<file path="src/rtl/flash_loader.sv">
// -----------------------------------------------------------------------------
// flash_loader
//
// Boot-time copy engine. Walks WORD_COUNT words of flash starting at
// FLASH_BASE, fetching each one through the flash reader's address /
// read_ctrl toggle handshake, and writes it into main RAM starting at
// RAM_BASE. Raises done when the copy completes, which releases the CPU
// from reset hold. Raises error if the reader stalls longer than TIMEOUT
// cycles in either wait state.
//
// Optional feature (compile-time macro):
//   FLASH_LOADER_CHECKSUM_EN  when defined, checksum is the modulo-2^16 sum
//                             of every word written during the current copy.
//                             When undefined, checksum is tied to zero and
//                             no adder is built.
//
// Ports:
//   clk            system clock, shared with the flash reader
//   rst            synchronous, active-low reset
//   start          level input; a rising edge seen in IDLE/DONE/ERROR starts
//                  a new copy, edges while busy are ignored
//   flash_addr_req flash word address to the reader (held for the whole
//                  reader transaction)
//   read_ctrl      toggled once per word to launch a reader transaction
//   flash_status   reader status; low nibble 4'b0001 means reader idle
//   flash_word     reader data word
//   ram_addr       RAM word address
//   ram_wdata      RAM write data
//   ram_we         RAM write strobe, high for WR_HOLD cycles per word
//   busy           high while a copy is in progress
//   done           high once a copy has completed
//   error          high once a reader timeout has aborted a copy
//   checksum       running sum of written words (see macro above)
// -----------------------------------------------------------------------------
module flash_loader #(
  parameter logic [22:0] FLASH_BASE = 23'h000000,
  parameter logic [17:0] RAM_BASE   = 18'h00000,
  parameter logic [15:0] WORD_COUNT = 16'd1024,
  parameter logic [3:0]  WR_HOLD    = 4'd2,
  parameter logic [31:0] TIMEOUT    = 32'd200_000_000
) (
  input  logic        clk,
  input  logic        rst,
  input  logic        start,
  output logic [22:0] flash_addr_req,
  output logic        read_ctrl,
  input  logic [7:0]  flash_status,
  input  logic [15:0] flash_word,
  output logic [17:0] ram_addr,
  output logic [15:0] ram_wdata,
  output logic        ram_we,
  output logic        busy,
  output logic        done,
  output logic        error,
  output logic [15:0] checksum
);

  localparam logic [2:0] S_IDLE      = 3'd0;
  localparam logic [2:0] S_REQ       = 3'd1;
  localparam logic [2:0] S_WAIT_BUSY = 3'd2;
  localparam logic [2:0] S_WAIT_IDLE = 3'd3;
  localparam logic [2:0] S_WRITE     = 3'd4;
  localparam logic [2:0] S_NEXT      = 3'd5;
  localparam logic [2:0] S_DONE      = 3'd6;
  localparam logic [2:0] S_ERROR     = 3'd7;

  localparam logic [3:0] RDR_IDLE  = 4'b0001;
  localparam logic [7:0] RDR_FAULT = 8'hff;

  logic [2:0]  state;
  logic        start_p0;
  logic        start_p1;
  logic [15:0] idx;
  logic [15:0] idx_nxt;
  logic [31:0] wait_cnt;
  logic [3:0]  hold_cnt;
  logic        start_rise;
  logic        accept;
  logic        rdr_idle;
  logic        timed_out;
  logic        hold_done;

  // Address generation: base plus word index, truncated to the port width
  // so both address spaces wrap rather than saturate.
  function automatic logic [22:0] flash_addr_of(input logic [15:0] i);
    return FLASH_BASE + {7'd0, i};
  endfunction

  function automatic logic [17:0] ram_addr_of(input logic [15:0] i);
    return RAM_BASE + {2'd0, i};
  endfunction

  assign busy  = (state != S_IDLE) && (state != S_DONE) && (state != S_ERROR);
  assign done  = (state == S_DONE);
  assign error = (state == S_ERROR);

  assign start_rise = start_p0 & ~start_p1;
  assign accept     = start_rise & ~busy;
  assign idx_nxt    = idx + 16'd1;

  // The fault status 8'hff already fails the nibble compare; it is spelled out
  // so a stuck reader is visibly excluded from ever reading as idle.
  assign rdr_idle  = (flash_status[3:0] == RDR_IDLE) && (flash_status != RDR_FAULT);

  // Wide compares so TIMEOUT=0 and WR_HOLD=0 degrade to "one cycle" safely.
  assign timed_out = ({1'b0, wait_cnt} + 33'd1) >= {1'b0, TIMEOUT};
  assign hold_done = ({1'b0, hold_cnt} + 5'd1) >= {1'b0, WR_HOLD};

  // Stage p0/p1: start synchroniser and edge detect; FSM and datapath below.
  always_ff @(posedge clk) begin
    if (!rst) begin
      state          <= S_IDLE;
      start_p0       <= 1'b0;
      start_p1       <= 1'b0;
      idx            <= 16'd0;
      read_ctrl      <= 1'b0;
      flash_addr_req <= FLASH_BASE;
      ram_addr       <= RAM_BASE;
      ram_wdata      <= 16'd0;
      ram_we         <= 1'b0;
      wait_cnt       <= 32'd0;
      hold_cnt       <= 4'd0;
    end else begin
      start_p0 <= start;
      start_p1 <= start_p0;
      case (state)
        S_IDLE, S_DONE, S_ERROR: begin
          if (accept) begin
            if (WORD_COUNT == 16'd0) begin
              state <= S_DONE;
            end else begin
              idx   <= 16'd0;
              state <= S_REQ;
            end
          end
        end
        S_REQ: begin
          // Address and toggle change on the same edge; the reader sees a
          // stable address for the whole transaction it launches.
          flash_addr_req <= flash_addr_of(idx);
          read_ctrl      <= ~read_ctrl;
          wait_cnt       <= 32'd0;
          state          <= S_WAIT_BUSY;
        end
        S_WAIT_BUSY: begin
          if (!rdr_idle) begin
            wait_cnt <= 32'd0;
            state    <= S_WAIT_IDLE;
          end else if (timed_out) begin
            state <= S_ERROR;
          end else begin
            wait_cnt <= wait_cnt + 32'd1;
          end
        end
        S_WAIT_IDLE: begin
          if (rdr_idle) begin
            ram_wdata <= flash_word;
            ram_addr  <= ram_addr_of(idx);
            ram_we    <= 1'b1;
            hold_cnt  <= 4'd0;
            state     <= S_WRITE;
          end else if (timed_out) begin
            state <= S_ERROR;
          end else begin
            wait_cnt <= wait_cnt + 32'd1;
          end
        end
        S_WRITE: begin
          // ram_we is dropped on the same edge that leaves WRITE, so the
          // strobe covers exactly the WRITE cycles of one address.
          if (hold_done) begin
            ram_we <= 1'b0;
            state  <= S_NEXT;
          end else begin
            hold_cnt <= hold_cnt + 4'd1;
          end
        end
        S_NEXT: begin
          idx <= idx_nxt;
          if (idx_nxt == WORD_COUNT) begin
            state <= S_DONE;
          end else begin
            state <= S_REQ;
          end
        end
        default: begin
          state <= S_IDLE;
        end
      endcase
    end
  end

`ifdef FLASH_LOADER_CHECKSUM_EN
  logic [15:0] sum_p0;

  // Accumulate once per word, in the first WRITE cycle.
  always_ff @(posedge clk) begin
    if (!rst) begin
      sum_p0 <= 16'd0;
    end else if (accept && (WORD_COUNT != 16'd0)) begin
      sum_p0 <= 16'd0;
    end else if ((state == S_WRITE) && (hold_cnt == 4'd0)) begin
      sum_p0 <= sum_p0 + ram_wdata;
    end
  end

  assign checksum = sum_p0;
`else
  assign checksum = 16'h0000;
`endif

endmodule
</file>
<file path="config.mk">
export PLATFORM = sky130hd
export DESIGN_NAME = flash_loader
export DESIGN_NICKNAME = d
export VERILOG_FILES = /design/src/rtl/flash_loader.sv
export SDC_FILE = /design/constraint.sdc
export NUM_CORES = 1
export LEC_CHECK = 0
export BUFFER_PORTS_ARGS = -buffer_cell sky130_fd_sc_hd__buf_2
export CAP_MARGIN = 20
export CORE_MARGIN = 5
export CORE_UTILIZATION = 50
export DETAILED_ROUTE_END_ITERATION = 16
export PLACE_DENSITY_LB_ADDON = 0.1
export REMOVE_ABC_BUFFERS = 1
export SLEW_MARGIN = 10
export SYNTH_ARGS = -nofsm -noshare
export SYNTH_HDL_FRONTEND = slang
export SYNTH_SLANG_ARGS = --single-unit
</file>
<file path="constraint.sdc">
create_clock -name clk -period 3.55 [get_ports clk]
set_input_delay 0.71 -clock clk [delete_from_list [all_inputs] [get_ports clk]]
set_output_delay 0.71 -clock clk [all_outputs]
set_load 0.005 [all_outputs]
</file>
# ---- Word level (Yosys, flattened, before mapping)
# Cells that the tools add are included.
# W data, S select, Z words.
dict set report word_totals {
  output_inout_bits 78
  elab_cells 74
  register_bits 107
  inputBits 27
}
dict set report op_classes {
  eq_ne 17
  reduce_logical 15
  n_addsub 5
  order_cmp 2
  muxes 19
  bitwise_logic 5
}
# op count
set ops {}
lappend ops {{$mux W32} 3}
lappend ops {{$pmux W32 S3} 1}
lappend ops {{$add A32 B1 Y33 const B} 1}
lappend ops {{$ge A33 B28 Y1 const B} 1}
lappend ops {{$add A32 B1 Y32 const B} 1}
lappend ops {{$pmux W16 S2} 1}
lappend ops {{$mux W3} 6}
lappend ops {{$pmux W3 S6} 1}
lappend ops {{$add A16 B1 Y16 const B} 1}
lappend ops {{$eq A16 B11 Y1 const B} 1}
lappend ops {{$mux W16} 1}
lappend ops {{$eq A3 B3 Y1 const B} 4}
lappend ops {{$ne A2 B2 Y1 const B} 5}
lappend ops {{$mux W4} 2}
lappend ops {{$ne A8 B8 Y1 const B} 1}
lappend ops {{$pmux W4 S2} 1}
lappend ops {{$reduce_and A2 Y1} 4}
lappend ops {{$eq A3 B2 Y1 const B} 2}
lappend ops {{$ne A3 B3 Y1 const B} 2}
lappend ops {{$reduce_and A3 Y1} 2}
lappend ops {{$reduce_bool A3 Y1} 2}
lappend ops {{$add A4 B1 Y5 const B} 1}
lappend ops {{$ge A5 B2 Y1 const B} 1}
lappend ops {{$add A4 B1 Y4 const B} 1}
lappend ops {{other kinds (10)} 17}

# ---- Logic depth before layout (Yosys ltp)
dict set report logic_depth {
  word_depth 7
  ltp_mapped 13
  depth_no_buf 10
}

# ---- Least setup slack after synthesis
# Ideal clock, no wire load.
dict set report synth_timing {
  path_type {reg-to-reg}
  startpoint {reg wait_cnt[0]}
  endpoint {reg wait_cnt[10]}
  slack_ps 501
  period_less_slack_ps 3049
  arrival_time_ps 2927
  stages_incl_launch_ff 13
  required_ps 3428
  setup_ps 122
  path_cell_list {dfxtp_1 -> ha_1 -> nand3_1 -> or3_1 -> or4_4 -> and4_1 -> o211a_1 -> and3_1 -> buf_6 -> nand3_1 -> buf_2 -> nor3b_1 -> a221o_1}
}
dict set report synth_via {
  elab_chain_len 5
  elab_cells_between_ends 7
}
# item line
set synth_lines {}
lappend synth_lines {{from (decl)} 75} ;# logic [31:0] wait_cnt;
lappend synth_lines {{from (signal assigned)} 152} ;# wait_cnt <= wait_cnt + 32'd1;
lappend synth_lines {{from (signal assigned)} 165} ;# wait_cnt <= wait_cnt + 32'd1;
lappend synth_lines {{$add A32 B1 Y33} 106} ;# assign timed_out = ({1'b0, wait_cnt} + 33'd1) >= {1'b0, TIMEOUT};
lappend synth_lines {{$ge A33 B28 Y1} 106}
lappend synth_lines {{$mux W32 *} {149, 162}}
lappend synth_lines {{$mux W32 (on tied branches)} {156, 146}}
lappend synth_lines {{$pmux W32 S3 *} 126} ;# case (state)
# Every way passes the cells marked *; elsewhere a longest branch is shown, timed or not. The select of a mux whose other input is x is not followed.
# A chain may end at the register's enable or synchronous reset.

# ---- Worst setup path in the final report
dict set report layout_timing {
  startpoint {reg wait_cnt[5]}
  endpoint {reg wait_cnt[6]}
}
# The elaborated chain is that of the path after synthesis.

==> results.toml <==
[clocking]
cts_tree = "built"
root_buffer = "clkbuf_16"
htreeDepth = 3
clkLatencyLatePin_ns = 0.35
cts_resized = 0
postCtsSetupRepairBufs = 0
cts.sinks = 107
path_clk_slew_ns = 0.07
holdBufCountCts = 0
numCtsBuffers = 9
ctsLongestPathBuffers = 2

[floorplan]
dieArea_um2 = 13700
die_y_um = 117
core_area_um2 = 11300
die_w_um = 117
boundaryPins = 105
rows = 39
initial_core_util_pct = 50.6

[sta]
setup-violations-final = 0
setup_tns_ns = 0
rsz0062_at_grt = "no"
fin_crit_sh_pct = 94.4
slew_violations = 0
fin_worst_skew_ns = 0.00528
max-slew-margin-rel_pct = 48.8
timing.final.ws_setup_ns = 0.198
fmax_mhz = 298
worst_slew_pin_slew_ns = 0.763
final.min_clock_period_ns = 3.35
hold_viol = 0

[setup_path]
r2r-end = "wait_cnt[6]"
critPathSlowestCell = "or4_4"
arrival_ns = 3.63
worstPathMaxFanout = 7
worst-setup-path-type = "reg2reg"
cp.required_ns = 3.83
critPathMaxStageDelay_ns = 0.62
cp-start-kind = "flop"
ff2ff_setup_slack_ns = 0.20
timing.rr.start = "wait_cnt[5]"
crit_path_cell_trace = "nand4_1 > or3_1 > or4_4 > o31ai_2 > and3_1 > nand2_4 > or4_1 > a31oi_1"
end_kind = "flop"
rr_worst_depth = 8

[synthesis]
synth_flop_cell = "dfxtp_1"
synth_area_leaders = "dfxtp_1, nand2_1, a21oi_1"
synth_seq_area_share_pct = 37.4
syn_area_per_cell_um2 = 7.52
synthMostInstantiatedCell = "nand2_1"
synth-seq-cells = 107
ys_async_sr_fraction_pct = 0
yosysTopAreaCellShare_pct = 37.4
ys_warn_count = 0
synth_area_um2 = 5730
synthTopCellsByCount = "nand2_1, dfxtp_1, a21oi_1"
synth_top_cell_by_area = "dfxtp_1"
synth.distinct_cells = 69
synth_cells = 762
synth_edf_count = 0

[min_path]
min_from = "start_p0"
hp-class = "reg2reg"
whs_path_depth = 1
hold_path_end = "start_p1"

[grt]
grt_pass1_vias = 5105
antenna_found_initial = 0
overflow = 0
grt_max_degree = 73
track_usage_pct = 21.6
grt_pass1_wl_um = 24100

[power_and_ir_drop]
leakage_nw = 2.53
ir_worst_vdd_v = 0.000324
p_per_area_nw_per_um2 = 432

[drt]
drc = 0
initialDrtViolationCount = 400
vias = 5561
final_antenna_net_count = 0
via_per_inst = 5.66
drt-pass1-iter-count = 5
routed_wl_um = 15000
wire_per_inst_um = 15.3

[placed_design]
numPortBuffers = 75
gp_congestion = 0.922
hpwl_um = 10800
place_ws_ns = 0.238

[final_layout]
syn2layout_area_growth_pct = 15.6
final.fill_count = 1056
n_antenna_cell = 0
multiInputGateArea_um2 = 3210
num-nets-final = 868
drive_gt1_share_pct = 17.6
seqCellArea_um2 = 2140

[run]
max_cap_violations = 0

[run_status]
status = "finished, final reports clean"
[placed cells by master (no fill, tap or decap), drive strengths merged, types with 8 or more instances in the layout]
cell type	Yosys	layout
and2	11	11
o21ai	35	35
nand3	36	36
buf	39	117
nor4	12	12
nor3	20	20
xnor2	10	10
or3	10	10
a31oi	12	12
conb	1	25
a21oi	77	77
nand4	15	15
nor2	53	53
clkbuf	41	11
and3	17	17
dfxtp	107	107
inv	13	14
nand2	141	141
and4	8	8
[final cells by class]
class / instances / share of cell area (%)
Clock buffer: 11 / 3.82
Multi-Input combinational cell: 585 / 48.4
Sequential cell: 107 / 32.4
Clock inverter: 5 / 1.25
Tap cell: 143 / 2.70
Inverter: 14 / 0.794
Timing Repair Buffer: 117 / 10.6
[metrics by stage]
stage | utilization (%) | instances | area (um2) | total power, mW | hold WS [ns]
3_5_place_dp | 55.5 | 966 | 6280 | 1.77 | 0.435
4_1_cts | 58.5 | 982 | 6620 | 2.88 | 0.452
6_report | 58.5 | 982 | 6620 | 2.86 | 0.448
2_1_floorplan | - | 706 | 5400 | 1.55 | 0.421
3_3_place_gp | 55.5 | 966 | 6280 | 1.75 | 0.434
5_1_grt | 58.5 | 982 | 6620 | 2.98 | 0.468
[kinds of logic after synthesis]
| kind of cell | after synthesis | share of synthesized area (%) |
|---|---|---|
| and+or+nand+nor | 357 | 30.7 |
| xor gates and xnor gates | 13 | 1.99 |
| DFF | 107 | 37.4 |
| adders and majority gates | 8 | 1.70 |
| AOI/OAI and AO/OA | 177 | 19.1 |
| buffers and inverters | 94 | 8.24 |
| muxes | 5 | 0.874 |
| other | 1 | 0.0655 |
[report_power, final]
part	switching, mW	internal [mW]
registers	0.0521	1.22
clock network	0.460	0.660
logic	0.295	0.177
[how the worst max path moves through the flow]
stage	start	endpoint	slack, ns
floorplan	wait_cnt[0]	wait_cnt[16]	0.08
CTS	wait_cnt[0]	wait_cnt[6]	0.20
detailed placement	wait_cnt[1]	wait_cnt[6]	0.24
global placement	wait_cnt[0]	wait_cnt[20]	0.27
global route	wait_cnt[5]	wait_cnt[15]	0.004
finish	wait_cnt[5]	wait_cnt[6]	0.20
[critical path: cells and delay by family (launching register included)]
| family | cells | cell delay, ns |
|---|---|---|
| AO/OA/AOI/OAI | 2 | 0.47 |
| flip-flops | 1 | 0.45 |
| AND/OR/NAND/NOR | 6 | 2.35 |
[state kept, by name, summed over array words and instances (netlist names)]
name	cells
wait_cnt	32
flash_addr_req	16
idx	16
ram_addr	16
ram_wdata	16
hold_cnt	4
state	3
ram_we	1
read_ctrl	1
start_p0	1
start_p1	1
[metal layers]
layer | wire [um] | up-vias | global-route usage, %
li1 | - | 2802 | -
met1 | 6880 | 2613 | 28.6
met2 | 7230 | 122 | 35.5
met3 | 625 | 24 | 4.06
met4 | 264 | 0 | 7.34
met5 | 0 | - | 0
Note: power is estimated with default switching activity, not from simulation.
